### config.mk
export PLATFORM = sky130hd
export DESIGN_NAME = ps2_tx
export DESIGN_NICKNAME = d
export VERILOG_FILES = /design/src/rtl/ps2_tx.sv
export SDC_FILE = /design/constraint.sdc
export NUM_CORES = 1
export LEC_CHECK = 0
export CORE_MARGIN = 3
export CORE_UTILIZATION = 45
export CTS_CLUSTER_DIAMETER = 80
export DETAILED_ROUTE_END_ITERATION = 8
export PLACE_DENSITY_LB_ADDON = 0.1
export SLEW_MARGIN = 5
export SYNTH_ARGS = -nofsm -noshare
export SYNTH_HDL_FRONTEND = slang
export SYNTH_SLANG_ARGS = --single-unit
### constraint.sdc
create_clock -name clk -period 2.5 [get_ports clk]
set_input_delay 0.375 -clock clk [delete_from_list [all_inputs] [get_ports clk]]
set_output_delay 0.375 -clock clk [all_outputs]
set_load 0.02 [all_outputs]
### src/rtl/ps2_tx.sv
//==============================================================================
// Module   : ps2_tx
// Brief    : Host-to-device PS/2 command transmitter with ps2c glitch filter
//            and an inter-edge watchdog that aborts a stalled frame.
// Revision : 1.0 - initial release
//==============================================================================
`default_nettype none

module ps2_tx #(
    parameter int RTS_CYCLES     = 5000,
    parameter int FILTER_LEN     = 8,
    parameter int TIMEOUT_CYCLES = 750000
) (
    input  logic       clk,
    input  logic       reset,
    input  logic       wr_ps2,
    input  logic [7:0] din,
    input  logic       ps2c_in,
    input  logic       ps2d_in,
    output logic       ps2c_oe,
    output logic       ps2d_oe,
    output logic       tx_idle,
    output logic       tx_done_tick,
    output logic       ack_err,
    output logic       timeout_tick
);

    localparam int c_rts_w = $clog2(RTS_CYCLES + 1);
    localparam int c_wd_w  = $clog2(TIMEOUT_CYCLES + 1);
    localparam logic [c_rts_w-1:0] c_rts_last = c_rts_w'(RTS_CYCLES - 1);
    localparam logic [c_wd_w-1:0]  c_wd_last  = c_wd_w'(TIMEOUT_CYCLES - 1);

    localparam logic [2:0] c_st_idle  = 3'd0;
    localparam logic [2:0] c_st_rts   = 3'd1;
    localparam logic [2:0] c_st_req   = 3'd2;
    localparam logic [2:0] c_st_start = 3'd3;
    localparam logic [2:0] c_st_data  = 3'd4;
    localparam logic [2:0] c_st_stop  = 3'd5;
    localparam logic [2:0] c_st_done  = 3'd6;
    localparam logic [2:0] c_st_abort = 3'd7;

    logic [2:0]            r_state;
    logic [2:0]            w_state_next;
    logic [FILTER_LEN-1:0] r_filt_sr;
    logic                  r_fclk;
    logic                  w_fall;
    logic [8:0]            r_frame;
    logic [3:0]            r_bits;
    logic                  r_dout;
    logic [c_rts_w-1:0]    r_rts_cnt;
    logic [c_wd_w-1:0]     r_wd;
    logic                  r_ack_err;
    logic                  w_wd_active;
    logic                  w_wd_expired;

    // Filtered clock only moves on a unanimous window; mixed windows hold it.
    always_ff @(posedge clk) begin
        if (reset) begin
            r_filt_sr <= '1;
            r_fclk    <= 1'b1;
        end else begin
            r_filt_sr <= {ps2c_in, r_filt_sr[FILTER_LEN-1:1]};
            if (&r_filt_sr)
                r_fclk <= 1'b1;
            else if (~|r_filt_sr)
                r_fclk <= 1'b0;
        end
    end

    assign w_fall       = r_fclk & ~|r_filt_sr;
    assign w_wd_active  = (r_state == c_st_start) || (r_state == c_st_data) ||
                          (r_state == c_st_stop);
    assign w_wd_expired = w_wd_active && (r_wd == c_wd_last);

    always_ff @(posedge clk) begin
        if (reset)
            r_state <= c_st_idle;
        else
            r_state <= w_state_next;
    end

    // A device edge arriving in the expiry cycle wins over the abort.
    always_comb begin
        w_state_next = r_state;
        case (r_state)
            c_st_idle:  if (wr_ps2) w_state_next = c_st_rts;
            c_st_rts:   if (r_rts_cnt == c_rts_last) w_state_next = c_st_req;
            c_st_req:   w_state_next = c_st_start;
            c_st_start: if (w_fall) w_state_next = c_st_data;
                        else if (w_wd_expired) w_state_next = c_st_abort;
            c_st_data:  if (w_fall && (r_bits == 4'd0)) w_state_next = c_st_stop;
                        else if (!w_fall && w_wd_expired) w_state_next = c_st_abort;
            c_st_stop:  if (w_fall) w_state_next = c_st_done;
                        else if (w_wd_expired) w_state_next = c_st_abort;
            default:    w_state_next = c_st_idle;
        endcase
    end

    always_comb begin
        ps2c_oe      = 1'b0;
        ps2d_oe      = 1'b0;
        tx_idle      = 1'b0;
        tx_done_tick = 1'b0;
        timeout_tick = 1'b0;
        case (r_state)
            c_st_idle:  tx_idle = 1'b1;
            c_st_rts:   ps2c_oe = 1'b1;
            c_st_req:   begin ps2c_oe = 1'b1; ps2d_oe = 1'b1; end
            c_st_start: ps2d_oe = 1'b1;
            c_st_data:  ps2d_oe = ~r_dout;
            c_st_done:  tx_done_tick = 1'b1;
            c_st_abort: timeout_tick = 1'b1;
            default:    ;
        endcase
    end

    // r_dout holds the bit currently on the line; r_frame already points past it.
    always_ff @(posedge clk) begin
        if (reset) begin
            r_frame   <= '0;
            r_bits    <= '0;
            r_dout    <= 1'b1;
            r_rts_cnt <= '0;
            r_wd      <= '0;
            r_ack_err <= 1'b0;
        end else begin
            r_rts_cnt <= (r_state == c_st_rts) ? r_rts_cnt + c_rts_w'(1) : '0;

            if ((r_state == c_st_req) || w_fall)
                r_wd <= '0;
            else if (w_wd_active)
                r_wd <= r_wd + c_wd_w'(1);
            else
                r_wd <= '0;

            case (r_state)
                c_st_idle: if (wr_ps2) begin
                    r_frame   <= {~^din, din};
                    r_bits    <= 4'd8;
                    r_ack_err <= 1'b0;
                end
                c_st_start: if (w_fall) begin
                    r_dout  <= r_frame[0];
                    r_frame <= {1'b0, r_frame[8:1]};
                end
                c_st_data: if (w_fall && (r_bits != 4'd0)) begin
                    r_dout  <= r_frame[0];
                    r_frame <= {1'b0, r_frame[8:1]};
                    r_bits  <= r_bits - 4'd1;
                end
                c_st_stop: if (w_fall) r_ack_err <= ps2d_in;
                default: ;
            endcase
        end
    end

    assign ack_err = r_ack_err;

endmodule

`default_nettype wire
==> impl_metrics.json, run 1 <==
{
  "initial_core_util_pct": 48.3,
  "async_flop_share_pct": 0,
  "worstSetupEndpointType": "primary output",
  "cts_made_buffers": 9,
  "hold_path_class": "reg2reg",
  "ys_seq_elements": 60,
  "core_area_sq_um": 5710,
  "fmax_mhz": 416,
  "finalSetupViolations": 0,
  "fin_nets": 354,
  "ys_seq_area_share_pct": 43.5,
  "io_pins": 19,
  "cts_resized": 0,
  "synth_cells": 320,
  "whs_path_depth": 1,
  "syn_avg_cell_area_sq_um": 8.62,
  "fin_worst_skew_ps": 6.03,
  "cts_tree": "yes",
  "fin_total_pwr_mw": 2.48,
  "die_height_um": 84.3,
  "grt_pass1_vias": 1987,
  "final_cell_area_sq_um": 3180,
  "drt_iter0_drc": 137,
  "critical_path_class": "reg2out",
  "min_period_ps": 2400,
  "clock_sinks": 60,
  "synth-edff-count": 0,
  "vias_per_cell": 5.18,
  "ctsHoldBuffers": 0,
  "portBuffers": 18,
  "min_period_over_period_pct": 96.1,
  "cts_buffer_depth": 2,
  "grt.overflow.total": 0,
  "synth-warning-count": 0,
  "synth_cell_types": 49,
  "die-area_sq_um": 7110,
  "place.gp.congestion": 0.830,
  "postCtsSetupRepairBufs": 0,
  "ant_nets": 0,
  "root_buffer": "clkbuf_8",
  "die_w_um": 84.3,
  "crit_start": "r_state[2]$_SDFFE_PP0P_",
  "slowest_stage": "clkdlybuf4s50_1",
  "max_cap_viol_count": 0,
  "htreeDepth": 3,
  "finalHoldViolations": 0,
  "dpl.hpwl_um": 3770,
  "num_rows": 27,
  "final.setup.tns_ps": 0,
  "vias": 2150,
  "drive_gt1_share_pct": 9.91,
  "crit_chain": "or3b_1 -> o22ai_1 -> clkdlybuf4s50_1",
  "first_pass_iters": 4,
  "slew_viol_final": 0,
  "layout_commonest_cell": "dfxtp_1",
  "antenna_found_initial": 0,
  "num_antenna_cells": 0,
  "final_cell_mix": "dfxtp_1 (60), nor2_1 (50), nand2_1 (28)",
  "syn-cell-area_sq_um": 2760,
  "relSlewSlack_pct": 60.2,
  "n_fill_cell": 526,
  "grt_max_degree": 22,
  "syn_nets": 336,
  "path_clk_slew_ps": 60,
  "routed_wirelength_um": 5350,
  "insertion_delay_ps": 320,
  "ys.flop_type": "dfxtp_1",
  "grt_usage_pct": 15.7,
  "synthToLayoutAreaGrowth_pct": 15.2,
  "post-route-drc-count": 0,
  "peakVddDrop_mv": 0.502,
  "required_ps": 2120,
  "dpl_cell_area_sq_um": 2960,
  "r2r-start": "r_state[2]$_SDFFE_PP0P_",
  "hold_start": "r_wd[0]$_SDFF_PP0_",
  "crit_fanout": 12,
  "grt_pass1_wl_um": 9060,
  "worstMarginPinSlew_ps": 595,
  "p_per_area_nw_per_um2": 780,
  "wl_per_cell_um": 12.9,
  "cpPeakStageDelay_ps": 630,
  "start_kind": "register",
  "crit_arrival_ps": 2030,
  "rsz0062_at_grt": "no",
  "p_leak_nw": 1.08,
  "outcome": "finished clean",
  "worst-r2r-cell-count": 6
}
worst paths after layout:
kind                                  end  slack [ps]
hold reg to reg        r_wd[0]$_SDFF_PP0_         440
setup / recovery                  ps2d_oe         100
hold / removal         r_wd[0]$_SDFF_PP0_         440
setup reg to reg  r_frame[4]$_SDFFE_PP0P_         300
critical path, delay by kind of cell, from the launching register on:
| kind | cells | cell delay (ps) |
|---|---|---|
| AOI/OAI and AO/OA | 1 | 160 |
| buffers and inverters | 1 | 630 |
| DFF | 1 | 510 |
| and+or+nand+nor | 1 | 410 |
synth_stat cells (all sizes together), types with 2 or more instances:
master  instances  area [sq um]
buf             8          70.1
and4            2          17.5
nand3          21           105
nor3b           2          15.0
or2             9          56.3
and3            6          37.5
xor2           12           105
nor4            6          50.0
ha              3          37.5
inv             9          33.8
xnor2          23           201
nor2           50           188
nand2          29           111
and2            3          20.0
o32ai           2          25.0
nor3            8          40.0
or3             5          31.3
nand2b          4          25.0
clkbuf          7          26.3
dfxtp          60          1200
nand4           8          50.1
a21oi          10          50.1
nor4b           3          26.3
a311oi          8          70.1
o21ai           6          33.8
layer usage:
metal	routed length [um]	track usage [%]	part of all wire (%)	up-vias
met3	203	3.53	3.8	4
met4	46	6.58	0.86	0
met5	0	0	0	-
met1	2940	23.0	55	970
met2	2170	22.0	40	35
li1	-	-	-	1141
flip-flops by register name, summed over array words and instances, names as in the netlist:
register and count:
r_wd 20, r_rts_cnt 13, r_frame 9, r_filt_sr 8, r_bits 4, r_state 3
ack_err 1, r_dout 1, r_fclk 1
cell type report:
| type | count | area, sq um | share of cell area (%) |
|---|---|---|---|
| multi-input combinational | 236 | 1430 | 44.9 |
| timing repair buffer | 22 | 210 | 6.61 |
| inverter | 9 | 33.8 | 1.06 |
| tap | 72 | 90.1 | 2.83 |
| sequential | 60 | 1200 | 37.8 |
| clock buffer | 11 | 141 | 4.45 |
| clock inverter | 5 | 75.1 | 2.36 |
metrics by stage:
step | util (%) | hold WS [ps] | setup WS (ps) | std cells
after floorplan | - | 413 | 532 | 320
after global placement | 51.9 | 422 | 419 | 399
after detailed placement | 51.9 | 437 | 325 | 399
after CTS | 55.7 | 446 | 70.8 | 415
after global routing | 55.7 | 471 | 29.3 | 415
final | 55.7 | 444 | 96.9 | 415
power breakdown:
group / switching [mW] / internal [mW] / total [mW]
clock network: 0.367 / 0.584 / 0.951
logic: 0.247 / 0.188 / 0.435
registers: 0.0673 / 1.03 / 1.09
total: 0.681 / 1.80 / 2.48
kinds of logic (layout without fill, tap and decap cells):
group | count (synthesis) | after routing | share of synthesized area (%)
fa+ha+maj | 3 | 3 | 1.36
mux | 1 | 1 | 0.363
flops | 60 | 60 | 43.5
buf+inv | 24 | 47 | 4.72
compound gates | 36 | 36 | 9.43
simple gates | 161 | 161 | 29.5
xor+xnor | 35 | 35 | 11.1
(Power assumes the default switching activity.)
==> run 2: changes to the inputs <==
- clock period: 2.5 -> 2.61 ns (I/O delays scaled with it)
==> run 2 against run 1 <==
  * Non-clock buffer count is 1 lower
  * Clock power is 10% higher
  * Core utilization is 0.46 points higher
  * Critical path depth stayed put
  * Combinational power is 4% lower
  * Via count is 0.93% higher
  * First-iteration DRC count is 11% lower
  * Register-to-register slack better by 130 ps
  * Critical path type unchanged
  * Highest routed layer unchanged
==> impl_metrics.json, run 2 (synthesis results as in run 1) <==
{
  "ctsHoldBuffers": 0,
  "outcome": "finished clean",
  "dpl.hpwl_um": 3730,
  "multi_input_area_sq_um": 1430,
  "worstMarginPinSlew_ps": 617,
  "vias": 2170,
  "layout_commonest_cell": "dfxtp_1",
  "num_antenna_cells": 0,
  "power_frac_seq_pct": 41.7,
  "p_leak_nw": 1.09,
  "die-area_sq_um": 7110,
  "intPower_mw": 1.85,
  "grt_use_met3_pct": 3.43,
  "portBuffers": 18,
  "root_buffer": "clkbuf_8",
  "rsz0062_at_grt": "no",
  "synthToLayoutAreaGrowth_pct": 16.2,
  "num_rows": 27,
  "slew_viol_final": 0,
  "min_period_over_period_pct": 93.8,
  "die_height_um": 84.3,
  "regMostFlops": "r_wd",
  "finalSetupViolations": 0,
  "fin_total_pwr_mw": 2.51,
  "routed_wirelength_um": 5380,
  "path_clk_slew_ps": 70,
  "cts_made_buffers": 9,
  "grt_pass1_vias": 1941,
  "cts_tree": "yes",
  "first_pass_iters": 4,
  "post-route-drc-count": 0,
  "io_pins": 19,
  "worstSetupEndpointType": "primary output",
  "crit_family": "buffers and inverters",
  "p_comb_share_pct": 16.6,
  "final_cell_mix": "dfxtp_1 (60), nor2_1 (50), nand2_1 (28)",
  "die_w_um": 84.3,
  "cpPeakStageDelay_ps": 640,
  "hold_slack_ps": 440,
  "cts_resized": 0,
  "met2_usage_pct": 21.5,
  "seqCellArea_sq_um": 1200,
  "peakVddDrop_mv": 0.654,
  "postCtsSetupRepairBufs": 0,
  "top_regs": "r_wd x20, r_rts_cnt x13, r_frame x9",
  "n_fill_cell": 503,
  "slowest_stage": "clkdlybuf4s50_1",
  "drive_gt1_share_pct": 9.65,
  "initial_core_util_pct": 48.3,
  "fmax_mhz": 409,
  "cts_buffer_depth": 2,
  "grt_max_degree": 24,
  "clock_sinks": 60,
  "ant_nets": 0,
  "crit_chain": "or3b_1 -> o22ai_1 -> clkdlybuf4s50_1",
  "relSlewSlack_pct": 58.8,
  "largest_register_ffs": 20,
  "hold_path_class": "reg2reg",
  "grt.overflow.total": 0,
  "p_switching_uw": 664,
  "grt_most_used_layer": "met1",
  "final.setup.tns_ps": 0,
  "min_period_ps": 2450,
  "fin_worst_skew_ps": 6.68,
  "antenna_found_initial": 0,
  "place.gp.congestion": 0.794,
  "insertion_delay_ps": 330,
  "required_ps": 2220,
  "clock_power_share_pct": 41.8,
  "htreeDepth": 3,
  "critical_path_class": "reg2out",
  "crit_fanout": 12,
  "cp.buffers_inverters": 1,
  "start_kind": "register",
  "vias_per_cell": 5.24,
  "fin_nets": 353,
  "p_per_area_nw_per_um2": 783,
  "max_cap_viol_count": 0,
  "finalHoldViolations": 0,
  "switching_share_pct": 26.4,
  "core_area_sq_um": 5710,
  "crit_arrival_ps": 2060,
  "grt_usage_pct": 15.8,
  "grt_use_met1_pct": 23.7,
  "drt_iter0_drc": 122,
  "wl_per_cell_um": 13.0,
  "grt_pass1_wl_um": 9100
}
## run 2: worst reg2reg max path, stage by stage, from the launching register on
cell      delay, ps
dfxtp_1         520
or3b_1          400
buf_4           190
o21ai_2         170
a21o_1          490
nor2_1           80
a311oi_1        240
## run 2: metal layers
| layer | routed length [um] | part of all wire [%] |
|---|---|---|
| met4 | 80 | 1.5 |
| met3 | 246 | 4.6 |
| met2 | 2160 | 40 |
| met1 | 2890 | 54 |
| met5 | 0 | 0 |
## run 2: power groups by stage
stage / registers, mW / clock network [mW] / logic [mW]
5_1_grt: 1.06 / 1.10 / 0.463
6_report: 1.05 / 1.05 / 0.416
4_1_cts: 1.04 / 1.07 / 0.420
3_5_place_dp: 1.06 / 0 / 0.419
3_3_place_gp: 1.06 / 0 / 0.416
2_1_floorplan: 1.03 / 0 / 0.365
## run 2: path summary, 6_finish.rpt
check,cells after the start,slack (ps),end,startpoint
max,3,160,ps2d_oe,r_state[2]$_SDFFE_PP0P_
min,1,440,r_wd[0]$_SDFF_PP0_,r_wd[0]$_SDFF_PP0_
max reg2reg,6,430,r_frame[5]$_SDFFE_PP0P_,r_state[2]$_SDFFE_PP0P_
min reg2reg,1,440,r_wd[0]$_SDFF_PP0_,r_wd[0]$_SDFF_PP0_
## run 2: stage by stage
stage / worst slack, ps / cell area, sq um / std cells / util (%)
floorplan: 642 / 2760 / 320 / -
global placement: 522 / 2960 / 398 / 51.8
detailed placement: 437 / 2960 / 398 / 51.8
CTS: 144 / 3210 / 414 / 56.1
global route: 111 / 3210 / 414 / 56.1
finish: 163 / 3210 / 414 / 56.1
## run 2: layout make-up
class	instances	area share, %
clock buffers	12	4.84
multi-input cells	236	44.5
inverters	9	1.05
well taps	72	2.81
repair buffers	21	6.32
flip-flops and latches	60	37.5
clock inverters	4	2.97
==> run 3: changes to the inputs <==
- DONT_BUFFER_PORTS: unset -> 1
==> run 3 against run 2 <==
  * Combinational power fell by 14%
  * Clock power fell by 13%
  * Setup slack improved by 180 ps
  * Core utilization fell by 3.7 points
  * Final cell count fell by 4.3%
  * Critical path type unchanged
  * Routed wire length fell by 3.3%
  * Clock skew rose by 2.3 ps
  * Total power fell by 8.0%
  * Register-to-register slack improved by 130 ps
==> impl_metrics.json, run 3 (synthesis results as in run 1) <==
{
  "rsz0062_at_grt": "no",
  "portBuffers": 0,
  "grt.overflow.total": 0,
  "post-route-drc-count": 0,
  "clock_sinks": 60,
  "hold_path_class": "in2reg",
  "ant_nets": 0,
  "dpl.hpwl_um": 3540,
  "die_w_um": 84.3,
  "core_area_sq_um": 5710,
  "die-area_sq_um": 7110,
  "final_cell_area_sq_um": 2990,
  "p_per_area_nw_per_um2": 773,
  "finalSetupViolations": 0,
  "vias_per_cell": 5.35,
  "place.gp.congestion": 0.766,
  "ctsHoldBuffers": 0,
  "dpl_cell_area_sq_um": 2780,
  "p_leak_nw": 1.00,
  "io_pins": 19,
  "initial_core_util_pct": 48.3,
  "fmax_mhz": 440,
  "vias": 2119,
  "fin_nets": 335,
  "max_cap_viol_count": 0,
  "drt_iter0_drc": 108,
  "root_buffer": "clkbuf_8",
  "postCtsSetupRepairBufs": 0,
  "fin_total_pwr_mw": 2.31,
  "insertion_delay_ps": 330,
  "num_antenna_cells": 0,
  "crit_fanout": 13,
  "final.setup.tns_ps": 0,
  "hold_slack_ps": 137,
  "first_pass_iters": 5,
  "cts_tree": "yes",
  "min_period_ps": 2270,
  "peakVddDrop_mv": 0.373,
  "slew_viol_final": 0,
  "grt_max_degree": 31,
  "start_kind": "register",
  "wl_per_cell_um": 13.1,
  "min_period_over_period_pct": 87.0,
  "path_clk_slew_ps": 70,
  "layout_commonest_cell": "dfxtp_1",
  "grt_pass1_vias": 1975,
  "critical_path_class": "reg2out",
  "final-instance-count-excl-fill": 396,
  "fin_worst_skew_ps": 8.97,
  "final_cell_mix": "dfxtp_1 (60), nor2_1 (50), nand2_1 (28)",
  "largest_register_ffs": 20,
  "finalHoldViolations": 0,
  "worstMarginPinSlew_ps": 621,
  "num_rows": 27,
  "synthToLayoutAreaGrowth_pct": 8.44,
  "dp_cells": 380,
  "grt_pass1_wl_um": 9040,
  "outcome": "finished clean",
  "worstSetupEndpointType": "primary output",
  "routed_wirelength_um": 5200,
  "antenna_found_initial": 0,
  "cts_resized": 0,
  "layout_setup_ws_ps": 338,
  "htreeDepth": 3,
  "crit_arrival_ps": 1880,
  "drive_gt1_share_pct": 10.2,
  "cts_made_buffers": 9,
  "required_ps": 2220,
  "top_regs": "r_wd x20, r_rts_cnt x13, r_frame x9",
  "die_height_um": 84.3,
  "grt_usage_pct": 15.6,
  "place_ws_ps": 581,
  "final_util_pct": 52.4,
  "relSlewSlack_pct": 58.5,
  "cts_buffer_depth": 2,
  "regMostFlops": "r_wd"
}
## run 3: final timing paths
check	startpoint	end	slack, ps	cells after the start
hold reg to reg	r_wd[0]$_SDFF_PP0_	r_wd[0]$_SDFF_PP0_	440	1
setup / recovery	r_state[2]$_SDFFE_PP0P_	ps2d_oe	340	3
hold / removal	reset	r_frame[0]$_SDFFE_PP0P_	140	1
setup reg to reg	r_state[2]$_SDFFE_PP0P_	r_frame[3]$_SDFFE_PP0P_	560	5
## run 3: power by group
| group | switching [mW] | internal [mW] |
|---|---|---|
| clock network | 0.350 | 0.559 |
| registers | 0.0620 | 0.982 |
| logic | 0.223 | 0.135 |
## run 3: layer usage
metal	up-vias	part of all wire, %	wire length [um]	GRT usage (%)
met5	-	0	0	0
met1	971	52	2680	21.0
met2	27	42	2170	22.2
met4	0	2.4	127	7.89
li1	1109	-	-	-
met3	12	4.3	222	5.00
## run 3: final cells by class
type	count	area [sq um]
inverters	9	33.8
fillers	544	2720
multi-input cells	236	1430
clock inverters	5	75.1
flip-flops and latches	60	1200
repair buffers	3	22.5
clock buffers	11	141
well taps	72	90.1
## run 3: worst max-delay path, cell delays in order (launching register included)
cell     delay [ps]
dfxtp_1         510
or3b_1          420
buf_4           200
o22ai_1         420
